==> config.mk <==
export PLATFORM = sky130hd
export DESIGN_NAME = pipeline_issue_ctrl
export DESIGN_NICKNAME = d
export VERILOG_FILES = /design/src/rtl/pipeline_issue_ctrl.sv
export SDC_FILE = /design/constraint.sdc
export NUM_CORES = 1
export LEC_CHECK = 0
export CAP_MARGIN = 20
export CORE_UTILIZATION = 35
export CTS_BUF_LIST = sky130_fd_sc_hd__clkbuf_16
export DETAILED_ROUTE_END_ITERATION = 10
export GPL_TIMING_DRIVEN = 0
export PLACE_DENSITY = 0.6
export SETUP_SLACK_MARGIN = 0.1
export SLEW_MARGIN = 20
export SYNTH_ARGS = -nofsm -noshare
export SYNTH_HDL_FRONTEND = slang
export SYNTH_SLANG_ARGS = --single-unit
export TNS_END_PERCENT = 100
==> constraint.sdc <==
create_clock -name clk -period 12.75 [get_ports clk]
set_input_delay 2.55 -clock clk [delete_from_list [all_inputs] [get_ports clk]]
set_output_delay 2.55 -clock clk [all_outputs]
set_load 0.03 [all_outputs]
==> src/rtl/pipeline_issue_ctrl.sv <==
// Issue controller: owns the PC and fetch handshake, tracks outstanding
// register writes in a per-register scoreboard, stalls decode on RAW hazards
// and on write-count saturation, and turns branch redirects into a
// one-cycle flush.
module pipeline_issue_ctrl #(
    parameter int              XLEN         = 32,
    parameter int              NUM_REGS     = 32,
    parameter logic [XLEN-1:0] RESET_PC     = '0,
    parameter int              PC_STEP      = 4,
    parameter int              MAX_PER_REG  = 3,
    parameter int              MAX_INFLIGHT = 4
) (
    input  logic                              clk,
    input  logic                              reset_n,
    output logic                              fetch_en,
    output logic [XLEN-1:0]                   fetch_addr,
    input  logic                              fetch_ready,
    input  logic                              issue_valid,
    input  logic [$clog2(NUM_REGS)-1:0]       issue_rs1,
    input  logic                              issue_rs1_used,
    input  logic [$clog2(NUM_REGS)-1:0]       issue_rs2,
    input  logic                              issue_rs2_used,
    input  logic [$clog2(NUM_REGS)-1:0]       issue_rd,
    input  logic                              issue_rd_wr,
    output logic                              issue_stall,
    output logic                              issue_fire,
    input  logic                              wb_valid,
    input  logic [$clog2(NUM_REGS)-1:0]       wb_rd,
    input  logic                              redirect_valid,
    input  logic [XLEN-1:0]                   redirect_pc,
    output logic                              flush,
    output logic [$clog2(MAX_INFLIGHT+1)-1:0] inflight,
    output logic                              sb_error
);
    localparam int RW = $clog2(NUM_REGS);
    localparam int CW = $clog2(MAX_PER_REG + 1);
    localparam int IW = $clog2(MAX_INFLIGHT + 1);

    logic [XLEN-1:0]              pc;
    logic [NUM_REGS-1:0][CW-1:0]  cnt;
    logic [NUM_REGS-1:0][CW-1:0]  cnt_nxt;
    logic [IW-1:0]                inflight_q;
    logic [IW-1:0]                inflight_nxt;
    logic                         flush_q;
    logic                         err_q;
    logic                         hazard;
    logic                         inc;
    logic                         dec;
    logic                         err_set;

    // Hazard detection looks only at registered counters: a writeback in the
    // same cycle does not unstall, so a dependent always sees a bubble.
    always_comb begin
        hazard = 1'b0;
        if (issue_rs1_used && issue_rs1 != '0 && cnt[issue_rs1] != '0)
            hazard = 1'b1;
        if (issue_rs2_used && issue_rs2 != '0 && cnt[issue_rs2] != '0)
            hazard = 1'b1;
        if (issue_rd_wr && issue_rd != '0 && cnt[issue_rd] == CW'(MAX_PER_REG))
            hazard = 1'b1;
        if (issue_rd_wr && issue_rd != '0 && inflight_q == IW'(MAX_INFLIGHT))
            hazard = 1'b1;
    end

    assign issue_stall = issue_valid & hazard;
    assign issue_fire  = issue_valid & ~hazard & ~redirect_valid & ~flush_q;
    assign fetch_en    = reset_n & ~issue_stall & ~flush_q;
    assign fetch_addr  = pc;
    assign flush       = flush_q;
    assign inflight    = inflight_q;
    assign sb_error    = err_q;

    assign inc     = issue_fire & issue_rd_wr & (issue_rd != '0);
    assign dec     = wb_valid & (wb_rd != '0) & (cnt[wb_rd] != '0);
    assign err_set = wb_valid & (wb_rd != '0) & (cnt[wb_rd] == '0);

    // Next scoreboard state; an inc and dec on the same register cancel.
    // Register 0 never moves because inc/dec both exclude it.
    always_comb begin
        cnt_nxt = cnt;
        if (inc) cnt_nxt[issue_rd] = cnt_nxt[issue_rd] + CW'(1);
        if (dec) cnt_nxt[wb_rd]    = cnt_nxt[wb_rd] - CW'(1);
        case ({inc, dec})
            2'b10:   inflight_nxt = inflight_q + IW'(1);
            2'b01:   inflight_nxt = inflight_q - IW'(1);
            default: inflight_nxt = inflight_q;
        endcase
    end

    // State update: redirect beats sequential fetch; error flag is sticky.
    always_ff @(posedge clk) begin
        if (!reset_n) begin
            pc         <= RESET_PC;
            cnt        <= '0;
            inflight_q <= '0;
            flush_q    <= 1'b0;
            err_q      <= 1'b0;
        end else begin
            cnt        <= cnt_nxt;
            inflight_q <= inflight_nxt;
            flush_q    <= redirect_valid;
            if (err_set) err_q <= 1'b1;
            if (redirect_valid)
                pc <= redirect_pc & ~XLEN'(3);
            else if (fetch_en && fetch_ready)
                pc <= pc + XLEN'(PC_STEP);
        end
    end

    logic unused_rw;
    assign unused_rw = (RW == 0);
endmodule

### After elaboration in Yosys (flattened, before gate mapping)

Cells that the tools add are included.

* output and inout port bits: 40
* input bits: 61
* memory bits (read-only): 0
* memory bits (writable): 0
* latch bits: 0
* memories kept: 0
* word-level logic and storage cells: 114
* bits in registers: 101

* multiplexer cells: 25
* add/sub/neg operators: 5
* reduce and logical (&&, ||, !) cells: 21
* $mul: 0
* order comparisons: 6
* shift operators: 0
* bitwise logic cells: 16
* div/mod/pow operators: 0
* equal/unequal tests: 4

Operator list (count)
* bitwise mux 64 bit: 2
* 2-to-1 mux 64 bit: 2
* 2-to-1 mux 32 bit: 2
* binary-select mux 2 bit (select 5 bit): 5
* adder 32 x 3 -> 32 bit (second input constant): 1
* less-than comparator 5 x 6 -> 1 bit (second input constant): 4
* demux 2 bit (select 5 bit): 2
* nonzero test 5 bit: 4
* 2-to-1 mux 2 bit: 7
* bitwise AND 1 bit: 11
* >= comparator 5 x 1 -> 1 bit (second input constant): 2
* logical AND 1 bit: 10
* nonzero test 2 bit: 5
* one-hot mux 3 bit (2 select lines): 1
* inverter 1 bit: 5
* == test 2 bit (second input constant): 2
* 2-to-1 mux 1 bit: 4
* adder 3 x 1 -> 3 bit (second input constant): 1
* == test 3 bit (second input constant): 1
* subtractor 3 x 1 -> 3 bit (second input constant): 1
* adder 2 x 1 -> 2 bit (second input constant): 1
* == test 2 x 1 -> 1 bit (second input constant): 1
* logical NOT 2 bit: 1
* OR reduction 2 bit: 1
* subtractor 2 x 1 -> 2 bit (second input constant): 1

### Longest topological paths before layout

* word-level depth: 20
* depth in mapped cells: 25
* mapped depth without buffers: 18

### Worst setup path before layout

OpenSTA, ideal clock, no wires.

* path kind: input-to-output
* from: in issue_rd[1]
* to: out fetch_en
* setup slack: 4.177 ns
* arrival: 6.023 ns
* stages: 14
* required time: 10.200 ns
* path buffers: 4
* cells stage by stage: buf_2 buf_2 mux2i_1 o22ai_1 nor4_1 mux2_2 clkbuf_1 clkbuf_1 inv_1 ha_1 a21oi_1 o211a_1 a21boi_0 nor3_1

* longest elaborated chain between the ends: 10
* elaborated cells on any way between the ends: 13
* those cells by class: 1 x eq/ne; 4 x mux; 4 x bitwise; 4 x reduce/logical

Ends and longest elaborated chain
* start, declared: line 23 `input logic [$clog2(NUM_REGS)-1:0] issue_rd,`
* binary-select mux 2 bit (select 5 bit): line 59 `if (issue_rd_wr && issue_rd != '0 && cnt[issue_rd] == CW'(MAX_PER_REG))`
* 2-to-1 mux 2 bit (not written as such): line 59
* == test 2 bit: line 59
* logical AND 1 bit: line 59
* 2-to-1 mux 1 bit: line 59
* 2-to-1 mux 1 bit (*): line 61 `if (issue_rd_wr && issue_rd != '0 && inflight_q == IW'(MAX_INFLIGHT))`
* bitwise AND 1 bit (*): line 65 `assign issue_stall = issue_valid & hazard;`
* via issue_stall: line 25 `output logic issue_stall,`
* inverter 1 bit (*): line 67 `assign fetch_en = reset_n & ~issue_stall & ~flush_q;`
* bitwise AND 1 bit (*) (2 in a row): line 67
* end, declared: line 15 `output logic fetch_en,`

The timed path passes the listed nets; every way through them passes the cells marked *. The select of a mux whose other input is x is not followed.

### Final worst setup path

* from: in issue_rd[1]
* to: reg cnt[20] in the netlist's numbering

* longest elaborated chain between the ends: 18
* elaborated cells on any way between the ends: 28
* those cells by class: 2 x add/sub; 2 x order compare; 1 x eq/ne; 12 x mux; 6 x bitwise; 5 x reduce/logical

Ends and longest elaborated chain
* binary-select mux 2 bit (select 5 bit): line 59, 81
* 2-to-1 mux 2 bit (not written as such): line 59, 81
* == test 2 bit: line 59
* logical AND 1 bit: line 59
* 2-to-1 mux 1 bit: line 59
* 2-to-1 mux 1 bit: line 61
* inverter 1 bit: line 66 `assign issue_fire = issue_valid & ~hazard & ~redirect_valid & ~flush_q;`
* bitwise AND 1 bit (3 in a row): line 66
* bitwise AND 1 bit (2 in a row): line 73 `assign inc = issue_fire & issue_rd_wr & (issue_rd != '0);`
* 2-to-1 mux 64 bit (*): line 81 `if (inc) cnt_nxt[issue_rd] = cnt_nxt[issue_rd] + CW'(1);`
* binary-select mux 2 bit (select 5 bit): line 82 `if (dec) cnt_nxt[wb_rd] = cnt_nxt[wb_rd] - CW'(1);`
* 2-to-1 mux 2 bit (not written as such): line 82
* subtractor 2 x 1 -> 2 bit: line 82
* bitwise mux 64 bit: line 82
* 2-to-1 mux 64 bit (*): line 82
* end signal, assigned: line 99 `cnt <= cnt_nxt;`
* end, declared: line 40 `logic [NUM_REGS-1:0][CW-1:0] cnt;`

Every way passes the cells marked *; elsewhere a longest branch is shown, timed or not. The select of a mux whose other input is x is not followed.
A chain may end at the register's enable or synchronous reset.

==> metrics.md <==
| Metric | Value |
|---|---|
| Status | complete, no violations |
| Nets | 1162 |
| Max cap viols | 0 |
| GR Overflow Total | 0 |
| Pre-antenna DRT Iters | 7 |
| Worst Hold Class | reg2reg |
| Synthesized area per cell | approximately 8 sq um |
| DP Area | 9210 sq um |
| Synthesized netlist cell count | 997 |
| Layout cells sized above 1 | 12.3% |
| Number of gates resized after CTS | 0 |
| P_leak | 3.30 nW |
| Hold-fix buffers, CTS | 0 |
| Internal | 0.000523 W |
| Crit path kind | in2reg |
| Vias in the first global route | between 8k and 9k |
| Detailed-route via count | 8685 |
| Setup crit end kind | flop |
| Vias per inst | 6.28 |
| Post-synth EDFFs | 0 |
| Final setup viols | 0 |
| Clk sinks | 99 |
| Gr usage total | a little under a third |
| Ant. Diodes | 0 |
| I/O Buffers | 88 |
| Flops & latches, synth | 99 |
| CTS Root Buffer Type | clkbuf_16 |
| Synth unique cells | 80 |
| GPL Wtd Cong | 1.08 |
| CTS Buf Count | 9 |
| Fin area | around 9500 sq um |
| Flop pwr share | 41.1% |
| Clock slew at reported path FFs | 0.08 ns |
| Num ports | 101 |
| Core Box Area | 22100 sq um |
| Overall power | 0.000796 W |
| PwrDens | 83.8 nW/um^2 |
| HPWL Detailed | 28200 um |
| Total wire length | 36000 um |
| CTS tree | yes |
| CP arrival | 11.01 ns |
| Unrepaired setup endpoints after global routing | false |
| Main flop type after synthesis | dfxtp_1 |
| Worst clock skew | around 0.015 ns |
| Period utilization | a little over four fifths |
| Peak supply drop | ~62 uV |
| Final core utilization | 43.0% |
| H-tree levels | 3 |
| Die height | 153 um |
| CP required | 13.01 ns |
| Worst slew pin tran | 1.01 ns |
| First-pass GRT wire length | 53000 um |
| Area of the die | 23400 sq um |
| Rows | 54 |
| ANT nets after route | 0 |
| Hold Path Depth | 2 |
| Setup TNS | 0 ns |
| DR iter-0 viols | 950 |
| Fmax | 93.0 MHz |
| Worst r2r path cells | 19 |
| Maximum clock path buffer count | 2 |
| Psw | 0.000273 W |
| Post-Syn Area | roughly 8000 sq um |
| Most frequent cells in the layout | nor2_1, dfxtp_1, clkdlybuf4s50_1, a21oi_1, nand2_1 |
| Max-slew headroom | 31.5% |
| Async S/R FF share, synth | 0% |
| Number of remaining DRC errors | 0 |
| Most common cell after layout, fill and taps aside | nor2_1 |
| Drt wl/cell | 26.1 um |
| Sequential area share after synthesis | between 20 and 25% |
| Post-CTS setup buffer count | 0 |
| Horiz. Die Dim | 153 um |
| Hold Fails Final Rpt | 0 |
| Clock share of power | 34.6% |
| Initial antenna violation count | 0 |
| P&R area growth vs syn | 19.1% |
| Startpoint Class | input pin |
| Synth warn | 0 |
| CP Max Fanout | 10 |
| Max Slew Vio Count | 0 |
| Final min period | 10.75 ns |
| Initial Utilization | 36.1% |
| Switching share of power | 34.3% |
| Pin count of the biggest net entering global routing | 19 |
| Clk Latency, worst-skew pair | 0.37 ns |
| Gate power share | between 20% and 30% |
## state kept, by name (all words and copies together) (netlist names)
register	flops
cnt	64
fetch_addr	30
inflight	3
flush	1
sb_error	1
## cell usage after synthesis, drive strengths merged (17+ instances only)
library cell    n  area, sq um
nor2          129          492
dfxtp          99         1980
a21oi          72          398
nand2          56          213
mux2i          55          563
nor3           51          260
a211oi         47          358
clkbuf         43          161
o21ai          40          211
nand3          37          185
buf            34          219
nand4          28          190
mux2           26          297
nor2b          24          150
xor2           22          193
mux4           20          454
inv            17         63.8
## final timing paths
kind / slack [ns] / from / to
worst max-delay path: 2.00 / issue_rd[1] / cnt[20]$_SDFF_PN0_
worst min-delay path: 0.49 / sb_error$_SDFFE_PN0P_ / sb_error$_SDFFE_PN0P_
worst max register to register: 4.91 / cnt[52]$_SDFF_PN0_ / cnt[20]$_SDFF_PN0_
worst min register to register: 0.49 / sb_error$_SDFFE_PN0P_ / sb_error$_SDFFE_PN0P_
## stage by stage
step / std cells / hold WS (ns) / setup WS [ns]
after floorplan: 998 / 0.502 / 4.18
after global placement: 1366 / 0.470 / 1.83
after detailed placement: 1366 / 0.467 / 2.03
after CTS: 1382 / 0.499 / 2.37
after global routing: 1382 / 0.517 / 1.77
final: 1382 / 0.487 / 2.00
## worst max-delay path, cell delays in order
cell and delay, ns:
clkdlybuf4s50_1 0.48, buf_2 0.30, buf_2 0.35, mux2i_1 0.29
o22ai_1 0.10, nor4_1 0.25, mux2_2 0.27, clkbuf_1 0.55
clkbuf_1 0.62, inv_1 0.35, ha_1 0.38, a2111o_1 0.51
nor3_1 0.38, nand2_1 0.16, o41ai_1 0.94, a31oi_1 0.23
nand4_1 0.13, o21ai_0 0.22, a21oi_1 0.77, nand2_2 0.42
clkbuf_1 0.40, a211oi_1 0.35
## power by group through the flow
stage / Combinational (W) / Sequential (W) / Clock, W
6_report: 0.000193 / 0.000327 / 0.000275
3_5_place_dp: 0.000188 / 0.000334 / 0
4_1_cts: 0.000189 / 0.000327 / 0.000279
2_1_floorplan: 0.0000956 / 0.000346 / 0
3_3_place_gp: 0.000190 / 0.000334 / 0
5_1_grt: 0.000202 / 0.000328 / 0.000293
## cell type report
type | instances | area (sq um)
fillers | 2255 | 12600
plain buffers | 77 | 380
multi-input cells | 805 | 5560
repair buffers | 88 | 881
flip-flops and latches | 99 | 1980
clock inverters | 7 | 60.1
clock buffers | 9 | 225
inverters | 17 | 63.8
well taps | 280 | 350
## logic make-up (layout without fill, tap and decap cells)
family / Yosys count / after routing / synth area share [%]
and+or+nand+nor: 414 / 414 / 26.3
DFF: 99 / 99 / 24.8
other: 1 / 2 / 0.0470
adders and majority gates: 4 / 4 / 0.722
xor gates and xnor gates: 31 / 31 / 3.40
AOI/OAI and AO/OA: 253 / 253 / 22.6
muxes: 101 / 101 / 16.5
buffers and inverters: 94 / 198 / 5.57
## metal layers
metal,wire (um),global-route usage [%],part of all wire (%),vias to the layer above
li1,-,-,-,3941
met1,15100,41.0,42,4081
met2,15700,47.6,44,575
met3,3940,6.66,11,88
met4,1280,11.3,3.6,0
met5,0,0,0,-
Power figures use the tool's default switching activity.
